$ cat config.mk
export PLATFORM = sky130hd
export DESIGN_NAME = uart_rx_bcd
export DESIGN_NICKNAME = d
export VERILOG_FILES = /design/src/rtl/uart_pkg.sv /design/src/rtl/uart_rx_byte.sv /design/src/rtl/uart_rx_bcd.sv
export SDC_FILE = /design/constraint.sdc
export NUM_CORES = 1
export LEC_CHECK = 0
export CAP_MARGIN = 20
export CORE_MARGIN = 1.5
export CORE_UTILIZATION = 40
export DETAILED_ROUTE_END_ITERATION = 8
export DONT_BUFFER_PORTS = 1
export PLACE_DENSITY = 0.64
export SYNTH_ARGS = -nofsm -noshare
export SYNTH_HDL_FRONTEND = slang
export SYNTH_SLANG_ARGS = --single-unit
$ cat constraint.sdc
create_clock -name clk -period 3.5 [get_ports clk]
set_clock_uncertainty 0.1 [all_clocks]
set_input_delay 0.35 -clock clk [delete_from_list [all_inputs] [get_ports clk]]
set_output_delay 0.35 -clock clk [all_outputs]
set_load 0.01 [all_outputs]
$ cat src/rtl/uart_pkg.sv
// Shared constants and types for the BCD record UART receiver.
// Holds the ASCII framing values, error cause codes and bit-FSM states.
package uart_pkg;

    localparam logic [6:0] ASCII_ZERO = 7'h30;
    localparam logic [6:0] ASCII_CR   = 7'h0D;

    localparam logic [1:0] ERR_NONE = 2'b00;
    localparam logic [1:0] ERR_PAR  = 2'b01;
    localparam logic [1:0] ERR_STOP = 2'b10;
    localparam logic [1:0] ERR_SEQ  = 2'b11;

    localparam int IDX_W = 2;

    typedef enum logic [1:0] {
        S_IDLE,
        S_START,
        S_DATA,
        S_STOP
    } rx_state_t;

    function automatic logic is_digit(input logic [6:0] c);
        return (c >= ASCII_ZERO) && (c <= ASCII_ZERO + 7'd9);
    endfunction

endpackage

$ cat src/rtl/uart_rx_byte.sv
// Character deserialiser: 2-flop synchroniser, bit FSM and bit-time counter.
// Emits a one-cycle byte_done at the stop sample with char and frame checks.
module uart_rx_byte
    import uart_pkg::*;
#(
    parameter int CLKS_PER_BIT = 417
) (
    input  logic       clk,
    input  logic       rst_n,
    input  logic       rx_in,
    output logic [6:0] ch,
    output logic       byte_done,
    output logic       par_err,
    output logic       stop_err
);

    localparam int HALF_BIT = (CLKS_PER_BIT - 1) / 2;
    localparam int CNT_W    = (CLKS_PER_BIT > 2) ? $clog2(CLKS_PER_BIT) : 1;
    localparam logic [CNT_W-1:0] CNT_HALF = CNT_W'(HALF_BIT);
    localparam logic [CNT_W-1:0] CNT_LAST = CNT_W'(CLKS_PER_BIT - 1);

    logic             sync1_q;
    logic             sync2_q;
    logic             rx;
    rx_state_t        state_q, state_d;
    logic [CNT_W-1:0] cnt_q, cnt_d;
    logic [2:0]       bit_q, bit_d;
    logic [7:0]       shift_q, shift_d;
    logic             done_d;

    assign rx = sync2_q;

    always_comb begin
        state_d = state_q;
        cnt_d   = cnt_q;
        bit_d   = bit_q;
        shift_d = shift_q;
        done_d  = 1'b0;
        case (state_q)
            S_IDLE: begin
                if (!rx) begin
                    state_d = S_START;
                    cnt_d   = '0;
                end
            end
            S_START: begin
                if (cnt_q == CNT_HALF) begin
                    cnt_d   = '0;
                    bit_d   = '0;
                    state_d = rx ? S_IDLE : S_DATA;
                end else begin
                    cnt_d = cnt_q + 1'b1;
                end
            end
            S_DATA: begin
                if (cnt_q == CNT_LAST) begin
                    cnt_d   = '0;
                    shift_d = {rx, shift_q[7:1]};
                    bit_d   = bit_q + 3'd1;
                    if (bit_q == 3'd7) begin
                        state_d = S_STOP;
                    end
                end else begin
                    cnt_d = cnt_q + 1'b1;
                end
            end
            S_STOP: begin
                // Leaving at the stop sample lets a start edge in the second half be caught.
                if (cnt_q == CNT_LAST) begin
                    cnt_d   = '0;
                    state_d = S_IDLE;
                    done_d  = 1'b1;
                end else begin
                    cnt_d = cnt_q + 1'b1;
                end
            end
            default: state_d = S_IDLE;
        endcase
    end

    always_ff @(posedge clk or negedge rst_n) begin
        if (!rst_n) begin
            sync1_q <= 1'b1;
            sync2_q <= 1'b1;
            state_q <= S_IDLE;
            cnt_q   <= '0;
            bit_q   <= '0;
            shift_q <= '0;
        end else begin
            sync1_q <= rx_in;
            sync2_q <= sync1_q;
            state_q <= state_d;
            cnt_q   <= cnt_d;
            bit_q   <= bit_d;
            shift_q <= shift_d;
        end
    end

    assign byte_done = done_d;
    assign ch        = shift_q[6:0];
    assign par_err   = ^shift_q;
    assign stop_err  = ~rx;

endmodule

$ cat src/rtl/uart_rx_bcd.sv
// Two-digit BCD record receiver: expects digit1, digit0, CR and presents the
// digits with a valid strobe, or an err strobe with a held cause code.
module uart_rx_bcd
    import uart_pkg::*;
#(
    parameter int CLKS_PER_BIT = 417
) (
    input  logic       clk,
    input  logic       rst_n,
    input  logic       rx_in,
    output logic [3:0] bcd1,
    output logic [3:0] bcd0,
    output logic       valid,
    output logic       err,
    output logic [1:0] err_code
);

    logic [6:0] ch;
    logic       byte_done;
    logic       par_err;
    logic       stop_err;

    uart_rx_byte #(.CLKS_PER_BIT(CLKS_PER_BIT)) u_byte (
        .clk       (clk),
        .rst_n     (rst_n),
        .rx_in     (rx_in),
        .ch        (ch),
        .byte_done (byte_done),
        .par_err   (par_err),
        .stop_err  (stop_err)
    );

    logic [IDX_W-1:0] idx_q, idx_d;
    logic [3:0]       shadow1_q, shadow1_d;
    logic [3:0]       shadow0_q, shadow0_d;
    logic [3:0]       bcd1_q, bcd1_d;
    logic [3:0]       bcd0_q, bcd0_d;
    logic             valid_q, valid_d;
    logic             err_q, err_d;
    logic [1:0]       err_code_q, err_code_d;
    logic             fail;
    logic [1:0]       cause;

    always_comb begin
        idx_d      = idx_q;
        shadow1_d  = shadow1_q;
        shadow0_d  = shadow0_q;
        bcd1_d     = bcd1_q;
        bcd0_d     = bcd0_q;
        valid_d    = 1'b0;
        err_d      = 1'b0;
        err_code_d = err_code_q;
        fail       = 1'b0;
        cause      = ERR_NONE;
        if (byte_done) begin
            if (stop_err) begin
                fail  = 1'b1;
                cause = ERR_STOP;
            end else if (par_err) begin
                fail  = 1'b1;
                cause = ERR_PAR;
            end else begin
                case (idx_q)
                    2'd0, 2'd1: begin
                        if (is_digit(ch)) begin
                            if (idx_q == 2'd0) shadow1_d = ch[3:0];
                            else               shadow0_d = ch[3:0];
                            idx_d = idx_q + 2'd1;
                        end else begin
                            fail  = 1'b1;
                            cause = ERR_SEQ;
                        end
                    end
                    default: begin
                        if (ch == ASCII_CR) begin
                            bcd1_d  = shadow1_q;
                            bcd0_d  = shadow0_q;
                            valid_d = 1'b1;
                            idx_d   = '0;
                        end else begin
                            fail  = 1'b1;
                            cause = ERR_SEQ;
                        end
                    end
                endcase
            end
            // Any rejection restarts the record; stale shadows are overwritten before use.
            if (fail) begin
                err_d      = 1'b1;
                err_code_d = cause;
                idx_d      = '0;
            end
        end
    end

    always_ff @(posedge clk or negedge rst_n) begin
        if (!rst_n) begin
            idx_q      <= '0;
            shadow1_q  <= '0;
            shadow0_q  <= '0;
            bcd1_q     <= '0;
            bcd0_q     <= '0;
            valid_q    <= 1'b0;
            err_q      <= 1'b0;
            err_code_q <= ERR_NONE;
        end else begin
            idx_q      <= idx_d;
            shadow1_q  <= shadow1_d;
            shadow0_q  <= shadow0_d;
            bcd1_q     <= bcd1_d;
            bcd0_q     <= bcd0_d;
            valid_q    <= valid_d;
            err_q      <= err_d;
            err_code_q <= err_code_d;
        end
    end

    assign bcd1     = bcd1_q;
    assign bcd0     = bcd0_q;
    assign valid    = valid_q;
    assign err      = err_q;
    assign err_code = err_code_q;

endmodule

==> flow_results.org, run 1 <==
** Outcome
- Status :: complete, no violations

** Timing
- Across all setup checks in the final design, the least slack found is 0.815 ns.
- Number of max-slew violations in the final report :: 0
- Dividing the final minimum period by the clock period gives 0.767.
- After routing, the total negative slack on setup checks comes to 0 ns.
- At the pin with the least slew margin, the transition time is 0.674 ns.
- Worst hold margin :: 0.261 ns
- Peak clock frequency supported by timing :: 0.372 GHz
- Shortest clock period the worst path allows after layout :: 2.68 ns
- Fin. Hold Viols :: 0
- Headroom to the max-slew limit came out at 0.548.
- Setup repair after global routing left no endpoint under its margin.
- Setup violations remaining at the end of the flow were counted as 0.

** Critical path
- Tracing the worst setup path back leads to its startpoint at u_byte.shift_q[1].
- Delay of the slowest cell on the worst path :: 0.73 ns
- Cell occurring most often along the worst timing path :: sky130_fd_sc_hd__xnor2_1
- Category of the worst setup path launch point :: flop
- The signal on the critical path passes through inv_1 -> ha_1 -> xnor2_1 -> xnor2_1 -> xnor2_1 -> or4_1 -> mux2_4.
- The cell family contributing the most delay on the critical path is simple AND/OR/NAND/NOR gates.
- The slowest stage of the critical path belongs to the cell sky130_fd_sc_hd__or4_1.
- Combined buffer and inverter count along the critical path :: 1
- In this run the worst path has a maximum fanout of 6.
- STA classifies the critical path endpoint as a flop.
- WP data arrival :: 2.78 ns
- At the worst endpoint, the required time is 3.59 ns.
- Category of the critical setup timing path :: flop to flop
- The startpoint identified for the worst register-to-register timing path is u_byte.shift_q[1].

** GRT
- Vias in the first global route :: 1427
- Overall global routing resource usage :: 0.142
- Wire length of the first global-routing pass :: 6880 um
- Entering global routing, the biggest net connects 47 pins.
- The initial antenna violation count is 0.
- The total overflow left after global routing is 0.

** Detailed routing
- For this block, the initial DRC count from the detailed router was 101.
- Detail-routed net length per standard cell :: 13.4 um
- Number of remaining DRC errors :: 0
- Post-route antenna net violation count :: 0
- 1st-pass router iterations :: 4
- Routed WL :: 3800 um
- Post-detailed-route via-to-cell ratio :: 5.17
- Vias :: 1469

** Clock network
- Clock buffer depth :: 2
- Clock latency on the worst-skew pair :: 0.30 ns
- Post-CTS clock slew at the launch and capture registers of the worst setup and hold paths :: 0.09 ns
- Number of buffers inserted by post-CTS setup repair :: 0
- Clock tree from TritonCTS :: done
- H-tree level count :: 2
- Buffers inserted during clock tree synthesis total 5.
- TritonCTS sink count :: 46
- The cell sitting at the root of the clock tree is a sky130_fd_sc_hd__clkbuf_8.

** Pwr
- The worst-case IR drop observed on VDD is 191 uV.
- Of the total power, combinational logic draws 0.017.
- Pwr per Cell Area :: 400 mW/mm^2
- Switching power :: 0.198 mW
- The share of total power dissipated in sequential elements is 0.523.
- Clock power share :: 0.460
- Of the total power, the share spent switching nets is 0.194.
- Internal power :: 0.824 mW
- Total leakage power :: 1.24 nW

** Finish
- Final non-filler cell total :: 284
- The library cell used most frequently in the layout, excluding fill and tap cells, is sky130_fd_sc_hd__dfrtp_1.
- After routing the design area is 0.00255 mm^2.
- Layout area overhead :: 11.8%
- Fill cell count :: 516
- Share of post-route cells with drive strength above 1 :: 0.108
- At the end of the flow, the number of nets in the layout was 230.
- The repair_antennas step left the layout with diodes totalling 0.
- Leaving out fill and tap cells, the most frequent cells in the layout are sky130_fd_sc_hd__dfrtp_1, sky130_fd_sc_hd__nand2_1, sky130_fd_sc_hd__inv_1.
- Area occupied by registers :: 0.00115 mm^2
- Multi-input logic area :: 0.00105 mm^2

** Yosys
- Post-synthesis sequential area ratio :: 0.505
- The synthesized design contains 46 register bits.
- A synthesized cell averages 11.3 um^2.
- Combined area of all synthesized cells :: 0.00228 mm^2
- The synthesized design contains 0 enable-type register cells.
- In the synthesized netlist, the number of instances is 203.
- Proportion of synthesized flip-flops having asynchronous set or reset :: 1.00
- The largest total area in the synthesized netlist belongs to sky130_fd_sc_hd__dfrtp_1.
- Counting distinct cell types in the post-synthesis netlist gives 44.
- The most used flip-flop cell after synthesis is sky130_fd_sc_hd__dfrtp_1.
- Ys Warns :: 0
- Share of the synthesized area in the top cell type :: 0.482
- Counting every net in the synthesized netlist gives 222.
- Yosys attributes the largest share of cell area to sky130_fd_sc_hd__dfrtp_1, sky130_fd_sc_hd__ha_1, sky130_fd_sc_hd__mux2_1.

** Place
- Pre-CTS setup slack :: 0.816 ns
- GPL Wtd Cong :: 0.767
- In this run the tool buffered the top-level ports with 0 buffer cells.
- Detailed placer's ending HPWL :: 2670 um
- Summing all placed instances gives a cell area of 0.00237 mm^2.
- Counting tap cells, the placed design contains a total of 273 instances.

** Die
- The floorplan step defined a core boundary enclosing 0.00551 mm^2.
- I/O pin count :: 15
- Number of placement rows :: 27
- Die Ht :: 78.6 um
- The die covers 0.00617 mm^2.
- In this run the horizontal extent of the chip is 78.6 um.
- Initial Utilization :: 0.415

** Worst hold path
- Type of the most critical hold path :: flop to flop
- Hold Startpoint :: u_byte.sync1_q

** Flow run
- Number of violations of the max-capacitance limit :: 0
-- cell families (layout without fill, tap and decap cells) --
logic type,count (synthesis),in the layout,share of synthesized area
AND/OR/NAND/NOR,55,55,0.132
buffers and inverters,20,29,0.0334
flip-flops,46,46,0.505
XOR/XNOR,6,6,0.0230
multiplexers,24,24,0.122
AO/OA/AOI/OAI,36,36,0.0969
adder cells (fa/ha/maj),16,16,0.0876
-- registers in the layout, indices dropped and copies added, names as in the netlist, 2 cells and up, named ones only --
signal	cells
u_byte.cnt_q	9
u_byte.shift_q	8
bcd0	4
bcd1	4
shadow0_q	4
shadow1_q	4
u_byte.bit_q	3
err_code	2
idx_q	2
-- cell usage after synthesis, types with 2 or more instances --
| cell | n |
|---|---|
| sky130_fd_sc_hd__mux2_1 | 11 |
| sky130_fd_sc_hd__nor2_1 | 5 |
| sky130_fd_sc_hd__a31oi_1 | 2 |
| sky130_fd_sc_hd__mux2_4 | 4 |
| sky130_fd_sc_hd__mux2_2 | 4 |
| sky130_fd_sc_hd__dfrtp_1 | 44 |
| sky130_fd_sc_hd__ha_1 | 16 |
| sky130_fd_sc_hd__o21ai_0 | 2 |
| sky130_fd_sc_hd__mux2i_1 | 5 |
| sky130_fd_sc_hd__and3_1 | 3 |
| sky130_fd_sc_hd__xnor2_1 | 5 |
| sky130_fd_sc_hd__inv_1 | 17 |
| sky130_fd_sc_hd__a21oi_1 | 9 |
| sky130_fd_sc_hd__nor4_1 | 2 |
| sky130_fd_sc_hd__o21ai_1 | 11 |
| sky130_fd_sc_hd__o2bb2ai_1 | 2 |
| sky130_fd_sc_hd__nand2_1 | 24 |
| sky130_fd_sc_hd__a21o_1 | 2 |
| sky130_fd_sc_hd__nand3_1 | 4 |
| sky130_fd_sc_hd__nand2b_1 | 4 |
| sky130_fd_sc_hd__dfstp_2 | 2 |
| sky130_fd_sc_hd__nor2b_1 | 2 |
| sky130_fd_sc_hd__nand4_1 | 2 |
-- through the flow --
stage	power [mW]	utilization
finish	1.02	0.464
global route	1.07	0.464
CTS	1.04	0.464
detailed placement	0.547	0.430
global placement	0.547	0.430
floorplan	0.546	-
-- worst register-to-register path: cells and delay by family (launching register included) --
| kind | cells | cell delay [ns] |
|---|---|---|
| fa+ha+maj | 1 | 0.29 |
| mux | 1 | 0.35 |
| simple gates | 1 | 0.73 |
| xor+xnor | 3 | 0.55 |
| flops | 1 | 0.43 |
| buf+inv | 1 | 0.10 |
-- metal layers --
| layer | vias to the layer above | routed length [um] | global-route usage |
|---|---|---|---|
| met5 | - | 0 | 0 |
| met3 | 7 | 183 | 0.0442 |
| met4 | 0 | 49 | 0.0571 |
| met2 | 22 | 1600 | 0.197 |
| met1 | 714 | 1960 | 0.203 |
| li1 | 726 | - | - |
-- final cells by class --
| cell class | instances | share of cell area |
|---|---|---|
| clock buffer | 5 | 0.0269 |
| multi-input combinational | 137 | 0.413 |
| sequential | 46 | 0.452 |
| clock inverter | 3 | 0.0269 |
| timing repair buffer | 4 | 0.0215 |
| tap | 72 | 0.0353 |
| inverter | 17 | 0.0250 |
-- what timing repair did --
action,CTS,global route
resized for setup,0,0
hold buffers,3,0
endpoints found under the hold margin,47,0
-- path summary, 6_finish.rpt --
check / end / slack [ns] / depth (start not counted)
worst max-delay path: shadow0_q[2] / 0.82 / 7
worst min-delay path: u_byte.rx / 0.26 / 0
worst max register to register: shadow0_q[2] / 0.82 / 7
worst min register to register: u_byte.rx / 0.26 / 0
max in group asynchronous: u_byte.sync1_q / 2.60 / 2
min in group asynchronous: u_byte.shift_q[3] / 0.43 / 2
-- power groups by stage --
stage                     Sequential, mW  Clock (mW)  Combinational (mW)
final                              0.534       0.471              0.0173
after global routing               0.535       0.514              0.0199
after CTS                          0.534       0.485              0.0181
after detailed placement           0.545           0             0.00187
after global placement             0.545           0             0.00185
after floorplan                    0.545           0             0.00152
No activity file was read; power rests on OpenSTA's default activity.
==> run 2: changes to the inputs <==
--- a/config.mk
+++ b/config.mk
@@ -10,7 +10,7 @@
 export CORE_UTILIZATION = 40
 export DETAILED_ROUTE_END_ITERATION = 8
 export DONT_BUFFER_PORTS = 1
-export PLACE_DENSITY = 0.64
+export PLACE_DENSITY = 0.66
 export SYNTH_ARGS = -nofsm -noshare
 export SYNTH_HDL_FRONTEND = slang
 export SYNTH_SLANG_ARGS = --single-unit
==> constraint.sdc (replaced) <==
create_clock -name clk -period 2.22 [get_ports clk]
set_clock_uncertainty 0.1 [all_clocks]
set_input_delay 0.222 -clock clk [delete_from_list [all_inputs] [get_ports clk]]
set_output_delay 0.222 -clock clk [all_outputs]
set_load 0.01 [all_outputs]
==> flow_results.org, run 2 (synthesis results as in run 1) <==
** Finish
- Register with the highest flop count :: u_byte.cnt_q
- Largest registers :: u_byte.cnt_q (9), u_byte.shift_q (8)
- Layout area overhead :: 29.6%
- Most common library cell in the layout ignoring fill and taps :: sky130_fd_sc_hd__dfrtp_1
- Flip-flop count of the largest register, all copies and words added :: 9 (unchanged)
- In the layout the commonest cells are sky130_fd_sc_hd__dfrtp_1, sky130_fd_sc_hd__buf_4, sky130_fd_sc_hd__nand2_1.
- Share of post-route cells with drive strength above 1 :: 0.324 (+0.215)
- Number of nets in the finished design :: 265 (+15%)
- The cell area after layout was 0.00296 mm^2 (+16%).
- The share of the core filled with cells was 0.538 (+0.0738).
- The total inserted antenna cells came to 0 (unchanged).

** Clock network
- Clock latency on the worst-skew pair :: 0.29 ns (about the same)
- The number of clock buffers inserted by TritonCTS was 5 (unchanged).
- Clock buffer depth :: 2 (unchanged)
- Clock tree from TritonCTS :: done
- The H-tree depth came to 2 (unchanged).
- TritonCTS sink count :: 46 (unchanged)
- Post-CTS clock slew at the launch and capture registers of the worst setup and hold paths :: 0.08 ns (about the same)
- Cell at the root of the clock tree :: sky130_fd_sc_hd__clkbuf_8

** Pwr
- The overall power consumption came to 1.39 mW (+36%).
- The fraction of power spent switching nets is 0.209 (+0.0153).
- Internal power :: 1.10 mW (+33%)
- Clock power share :: 0.374 (-0.086)
- The logic gate share of total power came to 0.020 (+0.003).
- Switching power :: 0.291 mW (+47%)
- The ratio of total power to cell area is 470 mW/mm^2 (+17%).
- The power share of the sequential group is 0.606 (+0.083).
- The maximum vdd drop is 312 uV (+64%).
- Total leakage power :: 1.45 nW (+17%)

** GRT
- Largest net degree at the start of global routing :: 47 (unchanged)
- Vias in the first global route :: 1641 (+15%)
- Initial antenna violation count :: 0 (unchanged)
- Overflow left after global routing :: 0 (unchanged)
- Wire length of the first global-routing pass :: 7680 um (+12%)
- The total global-route track usage was 0.161 (+0.0192).

** Timing
- The worst hold slack across all endpoints was 0.262 ns (+0.000762 ns).
- The maximum achievable frequency is 0.435 GHz (+17%).
- The count of final hold-check violations was 0 (unchanged).
- Shortest clock period the worst path allows after layout :: 2.30 ns (-0.388 ns)
- The max-slew violation count was 0 (unchanged).
- Final count of negative-setup-slack endpoints :: 8 (+8)
- The share of the cycle needed by the critical path after routing came to 1.03 (+0.267).
- The transition at the pin with the smallest max-transition slack came to 0.444 ns (-0.230 ns).
- Worst slew margin relative to its limit :: 0.704 (+0.156)
- Setup repair after global routing could not meet its margin everywhere.
- Worst path setup slack after routing :: -0.0767 ns (-0.892 ns)

** Critical path
- The highest net fanout along the worst path came to 5 (-1).
- Data required time of the worst path :: 2.30 ns (-1.29 ns)
- Category of the worst setup path launch point :: flop
- The critical path arrival came to 2.38 ns (-0.40 ns).
- Critical R2R Launch :: u_byte.shift_q[1]
- The critical path in this run is classified as flop to flop.
- Tracing the worst setup path back leads to its startpoint at u_byte.shift_q[1].
- The worst setup path is captured at a flop.

** Die
- The row count came to 27 (unchanged).
- The vertical die dimension was 78.6 um (unchanged).
- The initial core utilization was 0.415 (unchanged).
- Die extent in x :: 78.6 um (unchanged)
- DIE AREA :: 0.00617 mm^2 (unchanged)
- I/O pin count :: 15 (unchanged)
- Area of the core region :: 0.00551 mm^2 (unchanged)

** Outcome
- Status :: complete, but fails checks
- The final reports fail on setup timing.

** Detailed routing
- The routed via count was 1604 (+9.2%).
- The detailed-route vias per instance is 5.03 (-2.8%).
- The wire length reported by the detailed router is 4550 um (+20%).
- DR iter-0 viols :: 61 (-40%)
- The remaining antenna violation count is 0 (unchanged).
- The residual DRC count is 0 (unchanged).
- 1st-pass router iterations :: 4 (unchanged)
- The average routed wire per standard cell was 14.2 um (+6.6%).

** Flow run
- The count of max-cap constraint violations came to 0 (unchanged).

** Worst hold path
- Type of the most critical hold path :: flop to flop
- The worst hold path begins at u_byte.sync1_q.

** Place
- Port Buf Inserts :: 0 (unchanged)
- The placed instance area was 0.00265 mm^2 (+12%).
- Pre-CTS setup slack :: -0.154 ns (-0.970 ns)
- GPL Wtd Cong :: 0.790 (+2.9%)
- Detailed placer's ending HPWL :: 3100 um (+16%)
-- run 2: stage by stage --
step	instances	TNS (ns)
6_report	319	-0.501
5_1_grt	319	-0.662
4_1_cts	316	0
3_5_place_dp	303	-1.43
3_3_place_gp	303	-0.733
2_1_floorplan	203	-1.10
-- run 2: worst paths after layout --
path / to / slack [ns] / cells after the start
setup reg to reg: shadow0_q[3] / -0.08 / 6
max in group asynchronous: u_byte.sync1_q / 1.44 / 2
min in group asynchronous: u_byte.shift_q[3] / 0.31 / 2
hold reg to reg: u_byte.rx / 0.26 / 0
hold / removal: u_byte.rx / 0.26 / 0
setup / recovery: shadow0_q[3] / -0.08 / 6
-- run 2: final cells by class --
class                   count  area, um^2
fillers                   444        2540
multi-input cells         137        1220
flip-flops and latches     46        1150
repair buffers             39         342
well taps                  72        90.1
clock buffers               7        86.3
inverters                  17        63.8
clock inverters             1        5.00
-- run 2: what timing repair did --
action | CTS | global route
pin swaps | 5 | 3
hold endpoints to repair | 47 | 0
resized for setup | 8 | 19
hold buffers | 3 | 0
buffers inserted | 2 | 3
setup endpoints to repair | 16 | 20
-- run 2: critical path, stage by stage (launching register included) --
cell                      delay, ns
sky130_fd_sc_hd__dfrtp_1       0.40
sky130_fd_sc_hd__buf_4         0.16
sky130_fd_sc_hd__o31a_1        0.27
sky130_fd_sc_hd__nor4_1        0.24
sky130_fd_sc_hd__a31oi_1       0.13
sky130_fd_sc_hd__or4_4         0.56
sky130_fd_sc_hd__mux2_4        0.32
-- run 2: routing by layer --
metal,vias up,part of all wire,wire length (um),track usage
li1,798,-,-,-
met1,774,0.48,2180,0.215
met2,27,0.47,2130,0.247
met3,5,0.039,175,0.0453
met4,0,0.013,61,0.0589
met5,-,0,0,0
-- run 2: power groups by stage --
stage / registers (mW) / logic (mW) / clock network (mW)
finish: 0.843 / 0.0277 / 0.520
global route: 0.843 / 0.0318 / 0.584
CTS: 0.843 / 0.0291 / 0.543
detailed placement: 0.860 / 0.00299 / 0
global placement: 0.859 / 0.00302 / 0
floorplan: 0.859 / 0.00240 / 0
